`config.mk`:
```
export PLATFORM = sky130hd
export DESIGN_NAME = qpsk_transmitter
export DESIGN_NICKNAME = d
export VERILOG_FILES = /design/src/rtl/qpsk_transmitter.sv
export SDC_FILE = /design/constraint.sdc
export NUM_CORES = 1
export LEC_CHECK = 0
export CAP_MARGIN = 40
export CORE_MARGIN = 10
export CORE_UTILIZATION = 39
export DETAILED_ROUTE_END_ITERATION = 10
export PLACE_DENSITY = 0.71
export SYNTH_ARGS = -nofsm -noshare
export SYNTH_HDL_FRONTEND = slang
export SYNTH_SLANG_ARGS = --single-unit
```
`constraint.sdc`:
```
create_clock -name clk -period 7.4 [get_ports clk]
set_clock_uncertainty 0.05 [all_clocks]
set_input_delay 1.48 -clock clk [delete_from_list [all_inputs] [get_ports clk]]
set_output_delay 1.48 -clock clk [all_outputs]
set_load 0.02 [all_outputs]
```
`src/rtl/qpsk_transmitter.sv`:
```
// qpsk_transmitter: reads a frame of payload words, prepends an alternating preamble,
// and emits QPSK {I,Q} samples at SPS samples per symbol.
module qpsk_transmitter #(
    parameter int          SPS          = 4,
    parameter int          PREAMBLE_LEN = 16,
    parameter logic [15:0] AMP          = 16'h2000
) (
    input  logic        clk,
    input  logic        rst_n,
    input  logic        start,
    input  logic [15:0] base_addr,
    input  logic [15:0] frame_len,
    output logic [15:0] read_addr,
    input  logic [15:0] read_data,
    output logic [31:0] out,
    output logic        out_valid,
    output logic        busy,
    output logic        done
);
    typedef enum logic [1:0] {IDLE, PREAMBLE, PAYLOAD, DONE} state_t;
    localparam logic [7:0]  SPS_LAST = 8'(SPS - 1);
    localparam logic [7:0]  PRE_LAST = 8'(PREAMBLE_LEN - 1);
    localparam logic [15:0] AMP_NEG  = ~AMP + 16'd1;
    state_t      r_state, w_next;
    logic [15:0] r_addr, r_left, r_shift;
    logic [7:0]  r_samp, r_sym;
    logic [31:0] r_out;
    logic        r_valid, r_busy, r_done;
    logic        w_active, w_sym_end, w_pre_last, w_word_end, w_load;
    logic [1:0]  w_sym;
    always_comb begin
        w_active   = r_state == PREAMBLE || r_state == PAYLOAD;
        w_sym_end  = w_active && r_samp == SPS_LAST;
        w_pre_last = r_state == PREAMBLE && w_sym_end && r_sym == PRE_LAST;
        w_word_end = r_state == PAYLOAD && w_sym_end && r_sym[2:0] == 3'd7;
        w_load     = (w_pre_last || w_word_end) && r_left != 16'd0;
        w_sym      = r_state == PREAMBLE ? {2{r_sym[0]}} : r_shift[15:14];
        w_next     = r_state;
        case (r_state)
            IDLE:     w_next = start ? PREAMBLE : IDLE;
            PREAMBLE,
            PAYLOAD:  w_next = (w_pre_last || w_word_end) ? (w_load ? PAYLOAD : DONE) : r_state;
            default:  w_next = IDLE;
        endcase
    end
    // Outputs are registered from the current state, so they trail it by one cycle.
    always_ff @(posedge clk or negedge rst_n) begin
        if (!rst_n) begin
            r_state <= IDLE;
            r_addr  <= 16'd0;
            r_left  <= 16'd0;
            r_shift <= 16'd0;
            r_samp  <= 8'd0;
            r_sym   <= 8'd0;
            r_out   <= 32'd0;
            r_valid <= 1'b0;
            r_busy  <= 1'b0;
            r_done  <= 1'b0;
        end else begin
            r_state <= w_next;
            r_valid <= w_active;
            r_busy  <= r_state != IDLE;
            r_done  <= r_state == DONE;
            r_out   <= w_active ? {w_sym[1] ? AMP_NEG : AMP, w_sym[0] ? AMP_NEG : AMP} : 32'd0;
            if (r_state == IDLE && start) begin
                r_addr <= base_addr;
                r_left <= frame_len;
                r_samp <= 8'd0;
                r_sym  <= 8'd0;
            end else if (w_active) begin
                r_samp <= w_sym_end ? 8'd0 : r_samp + 8'd1;
                if (w_sym_end) begin
                    r_sym   <= (w_pre_last || w_word_end) ? 8'd0 : r_sym + 8'd1;
                    r_shift <= w_load ? read_data : {r_shift[13:0], 2'b00};
                end
                if (w_load) begin
                    r_addr <= r_addr + 16'd1;
                    r_left <= r_left - 16'd1;
                end
            end
        end
    end
    assign read_addr = r_addr;
    assign out       = r_out;
    assign out_valid = r_valid;
    assign busy      = r_busy;
    assign done      = r_done;
endmodule

```
**Yosys cells after proc, flatten, opt, wreduce, memory -nomap -nowiden**

Index checks and enable logic that the tools add are counted.

- Bitwise operators: 1
- Muxes and demuxes: 22
- Add/sub/neg operators: 4
- Equality and inequality tests: 7
- Reductions and logical operators: 19

Operator list:

| kind | number |
|---|---|
| 16-bit two-way mux | 9 |
| 8-bit two-way mux | 7 |
| 32-bit two-way mux | 1 |
| 16-bit by 1-bit adder with 16-bit output (second input constant) | 1 |
| 8-bit by 1-bit adder with 8-bit output (second input constant) | 2 |
| 16-bit nonzero test | 1 |
| 16-bit by 1-bit subtractor with 16-bit output (second input constant) | 1 |
| 8-bit by 2-bit == test with 1-bit output (second input constant) | 1 |
| 8-bit by 4-bit == test with 1-bit output (second input constant) | 1 |
| 2-bit nonzero test | 4 |
| 1-bit logical AND | 7 |
| 2-bit == test (second input constant) | 2 |
| 2-bit two-way mux | 2 |
| 2-bit case mux with 2 select lines | 1 |
| 2-bit AND reduction | 2 |
| 3-bit == test (second input constant) | 1 |
| 3-bit AND reduction | 1 |
| 2-bit by 1-bit == test with 1-bit output (second input constant) | 1 |
| 2-bit logical NOT | 1 |
| 1-bit logical OR | 2 |
| 1-bit two-way mux | 2 |
| 2-bit != test (second input constant) | 1 |
| 2-bit OR reduction | 1 |
| 1-bit inverter | 1 |

- Flip-flop bits (word level): 101
- Input port bits: 51
- Word-level logic and storage cells: 63
- Output and inout bits: 51

**Longest topological paths before layout**

- Depth in word-level cells: 10
- Mapped depth: 10
- Mapped depth without buffers: 7

**Least setup slack after synthesis**

Ideal clock, no wire load.

- Path kind: reg2reg
- Start point: register r_state[0]
- End point: register r_left[14]
- Data arrival time: 2,558 ps
- Setup slack: 4,710 ps
- Period minus slack after synthesis: 2,690 ps
- Setup time: 82 ps
- Stages on the path, launching flop included: 9
- Buffers on the path: 1
- Cells stage by stage: dfrtp_1 -> inv_1 -> ha_1 -> clkbuf_1 -> nand2_1 -> or4_4 -> or4_1 -> or3_1 -> a31oi_1

- Cells in the longest elaborated chain, start to end: 9

RTL lines:

| what | RTL line | source |
|---|---|---|
| start, declared | 24 | `state_t r_state, w_next;` |
| start signal, assigned | 60 | `r_state <= w_next;` |
| 2-bit by 1-bit == test with 1-bit output / 2-bit == test (equally long branches) | 32 | `w_active = r_state == PREAMBLE \|\| r_state == PAYLOAD;` |
| 1-bit logical OR * | 32 |  |
| named net w_active | 29 | `logic w_active, w_sym_end, w_pre_last, w_word_end, w_load;` |
| 1-bit logical AND | 33 | `w_sym_end = w_active && r_samp == SPS_LAST;` |
| 1-bit logical AND, on equally long branches (2 in a row) | 34, 35 |  |
| 1-bit logical OR | 36 | `w_load = (w_pre_last \|\| w_word_end) && r_left != 16'd0;` |
| 1-bit logical AND | 36 |  |
| 2-bit nonzero test (no source line) | - |  |
| 2-bit AND reduction (no source line) * | - |  |
| end signal, assigned | 67 | `r_left <= frame_len;` |
| end signal, assigned | 78 | `r_left <= r_left - 16'd1;` |
| end, declared | 25 | `logic [15:0] r_addr, r_left, r_shift;` |

Mark *: on every way through the listed nets, which the timed path passes. The rest lies on a longest branch.
A chain may end at the register's enable or synchronous reset.

**Worst setup path in the final report**

- Start point: input start
- End point: register r_shift[11]

- Cells in the longest elaborated chain, start to end: 3

RTL lines:

| what | RTL line | source |
|---|---|---|
| start, declared | 10 | `input logic start,` |
| 1-bit logical AND | 65 | `if (r_state == IDLE && start) begin` |
| 1-bit inverter (no source line) | - |  |
| 3-bit AND reduction (no source line) | - |  |
| end signal, assigned | 74 | `r_shift <= w_load ? read_data : {r_shift[13:0], 2'b00};` |
| end, declared | 25 |  |

Every way passes these cells.

==> flow_summary.json <==
{
  "initial_utilization_pct": 40.0,
  "ctsHoldBuffers": 0,
  "worst_hold_path.num_cells": 2,
  "finalSetupViolCount": 0,
  "reg2regPathDepth": 7,
  "min-delay-start": "r_shift[0]",
  "drt_wl_total_um": 10800,
  "synth_area_per_cell_um2": 8.63,
  "busiest_layer": "met2",
  "grtUsageMet3_pct": 2.94,
  "synth_common_cells": "dfrtp_1 (71), nand2_1 (70), nor2_1 (46), o21ai_0 (32), buf_4 (30)",
  "num_rows": 37,
  "clk_pin_slew_worst_paths_ns": 0.09,
  "outcome": "finished, final reports clean",
  "r2r_slack_ns": 4.34,
  "antenna_found_initial": 0,
  "place_ws_ns": 3.91,
  "postCtsSetupBuffers": 0,
  "ys_async_sr_fraction_pct": 100,
  "drive_above_1_share_pct": 5.70,
  "drtIter0Drc": 276,
  "p_leak_nw": 2.00,
  "period_share_pct": 42.0,
  "die_w_um": 123,
  "wl_per_cell_um": 15.9,
  "area_growth_pct": 23.4,
  "synth_area_mm2": 0.00411,
  "path_class": "primary input to flip-flop",
  "cp_max_fo": 51,
  "powerDensity_mw_per_mm2": 314,
  "dpl.hpwl_um": 7800,
  "hold_ws_ns": 0.424,
  "crit_required_ns": 7.63,
  "synth_cells": 476,
  "synth_top_cell_area_share_pct": 43.3,
  "drcViolationCount": 0,
  "die_h_um": 123,
  "cts.sinks": 71,
  "yosysMostFrequentCell": "dfrtp_1",
  "hold_viol": 0,
  "critPathLaunchType": "primary input",
  "grt.total_usage_pct": 14.7,
  "core_region_area_mm2": 0.0103,
  "yosys_warnings": 0,
  "grtUsageMet1_pct": 18.6,
  "timing.rr.start": "r_state[0]",
  "synth.distinct_cells": 48,
  "ys_seq_elements": 71,
  "critPathLaunch": "start",
  "dr.pass1.iters": 4,
  "ir_drop_uv": 146,
  "antenna_cells": 0,
  "cp-end-kind": "flip-flop",
  "dieArea_mm2": 0.0150,
  "htree_levels": 3,
  "synth_edf_count": 0,
  "synth_top_area_cell": "dfrtp_1",
  "worstSkewPairLatency_ns": 0.36,
  "port_buffers": 75,
  "nNetsFinal": 599,
  "first_global_vias": 3709,
  "cts_max_path_buffers": 2,
  "grt_max_degree": 60,
  "grt_pass1_wl_um": 18100,
  "vias_per_cell": 5.34,
  "relSlewSlack_pct": 38.7,
  "ios": 102,
  "max_freq_ghz": 0.322,
  "hold_path.class": "flip-flop to flip-flop",
  "cap_violations": 0,
  "cts_buffers": 9,
  "grt_overflow": 0,
  "clockRootBuffer": "clkbuf_8",
  "arrival_ns": 3.34,
  "ant_nets": 0,
  "num_vias": 3634,
  "drv_slew": 0,
  "grt_setup_unrepaired": "false",
  "setup_tns_ns": 0,
  "cts.repair.resized": 0,
  "fin_ws_ns": 4.29,
  "routabilityCongestion": 0.842,
  "dominantRegCellSynth": "dfrtp_1",
  "rr_endpoint": "r_left[6]",
  "whs_endpoint": "r_shift[0]",
  "met2_usage_pct": 24.1,
  "fin_crit_ns": 3.11,
  "ys_seq_area_share_pct": 43.3,
  "cts_tree": "done",
  "worst_pin_slew_ns": 0.919,
  "synthTopCellsByArea": "dfrtp_1 (43%), nand2_1 (6.4%), buf_4 (5.5%), nor2_1 (4.2%), o21ai_0 (3.9%)"
}
[logic make-up after synthesis]
kind of cell	after synthesis	share of synthesized area (%)
simple gates	224	27.6
compound gates	83	12.3
flops	71	43.3
buf+inv	62	8.47
xor+xnor	26	5.54
fa+ha+maj	9	2.74
other cells	1	0.0913
[final cells by class]
cell class | instances | area, um^2
fill | 983 | 5210
inverter | 7 | 26.3
sequential | 71 | 1780
tap | 136 | 170
clock buffer | 10 | 128
clock inverter | 6 | 70.1
timing repair buffer | 82 | 822
multi-input combinational | 368 | 2080
[state kept, by name (all words and copies together) (netlist names)]
register	count
r_left	16
r_shift	16
read_addr	16
r_samp	8
r_sym	8
out	3
r_state	2
busy	1
done	1
[worst max-delay path, cell delays in order]
cell and delay (ns):
clkdlybuf4s50_1 0.41, and2_1 0.14, buf_4 0.27, nor2_1 0.76, nor2_1 0.08, a31oi_1 0.19
[power breakdown]
| group | internal [mW] | switching (mW) |
|---|---|---|
| combinational | 0.280 | 0.342 |
| sequential | 0.508 | 0.138 |
| clock | 0.157 | 0.165 |
| total | 0.945 | 0.644 |
[per-stage QoR]
step | utilization, % | cells | total power, mW | cell area, um^2
floorplan | - | 501 | 1.03 | 4200
global placement | 47.0 | 661 | 1.25 | 4830
detailed placement | 47.4 | 664 | 1.27 | 4870
CTS | 49.3 | 680 | 1.60 | 5070
global route | 49.3 | 680 | 1.70 | 5070
finish | 49.3 | 680 | 1.59 | 5070
[layout by cell type (no fill, tap or decap), types with 2 or more instances in the layout]
cell type,n
ha_1,9
nor3_1,10
nand4_1,18
a22o_1,3
nor4b_1,3
clkinvlp_4,3
inv_1,6
and3_1,6
clkbuf_8,9
buf_4,5
xnor2_1,17
conb_1,26
or4_1,5
dfrtp_1,71
a21oi_1,18
nand2b_1,2
or4_4,2
nand2_1,70
nand3_1,15
nor4_1,23
or3_1,8
o21ai_0,32
and4_1,4
and2_1,3
clkdlybuf4s50_1,74
nor2_1,46
xor2_1,9
a31oi_1,20
[routing by layer]
metal,up-vias,wire [um]
met1,1730,4720
met5,-,0
met3,17,591
met4,0,185
met2,109,5310
li1,1778,-
[worst max-delay path by stage]
stage	end	cells past startpoint	slack (ns)
2_1_floorplan	r_left[14]	8	4.71
3_3_place_gp	r_shift[14]	5	3.91
3_5_place_dp	r_shift[12]	6	3.91
4_1_cts	r_shift[12]	6	4.30
5_1_grt	r_left[6]	7	4.03
6_report	r_shift[11]	6	4.29
No activity file was read; power rests on OpenSTA's default activity.
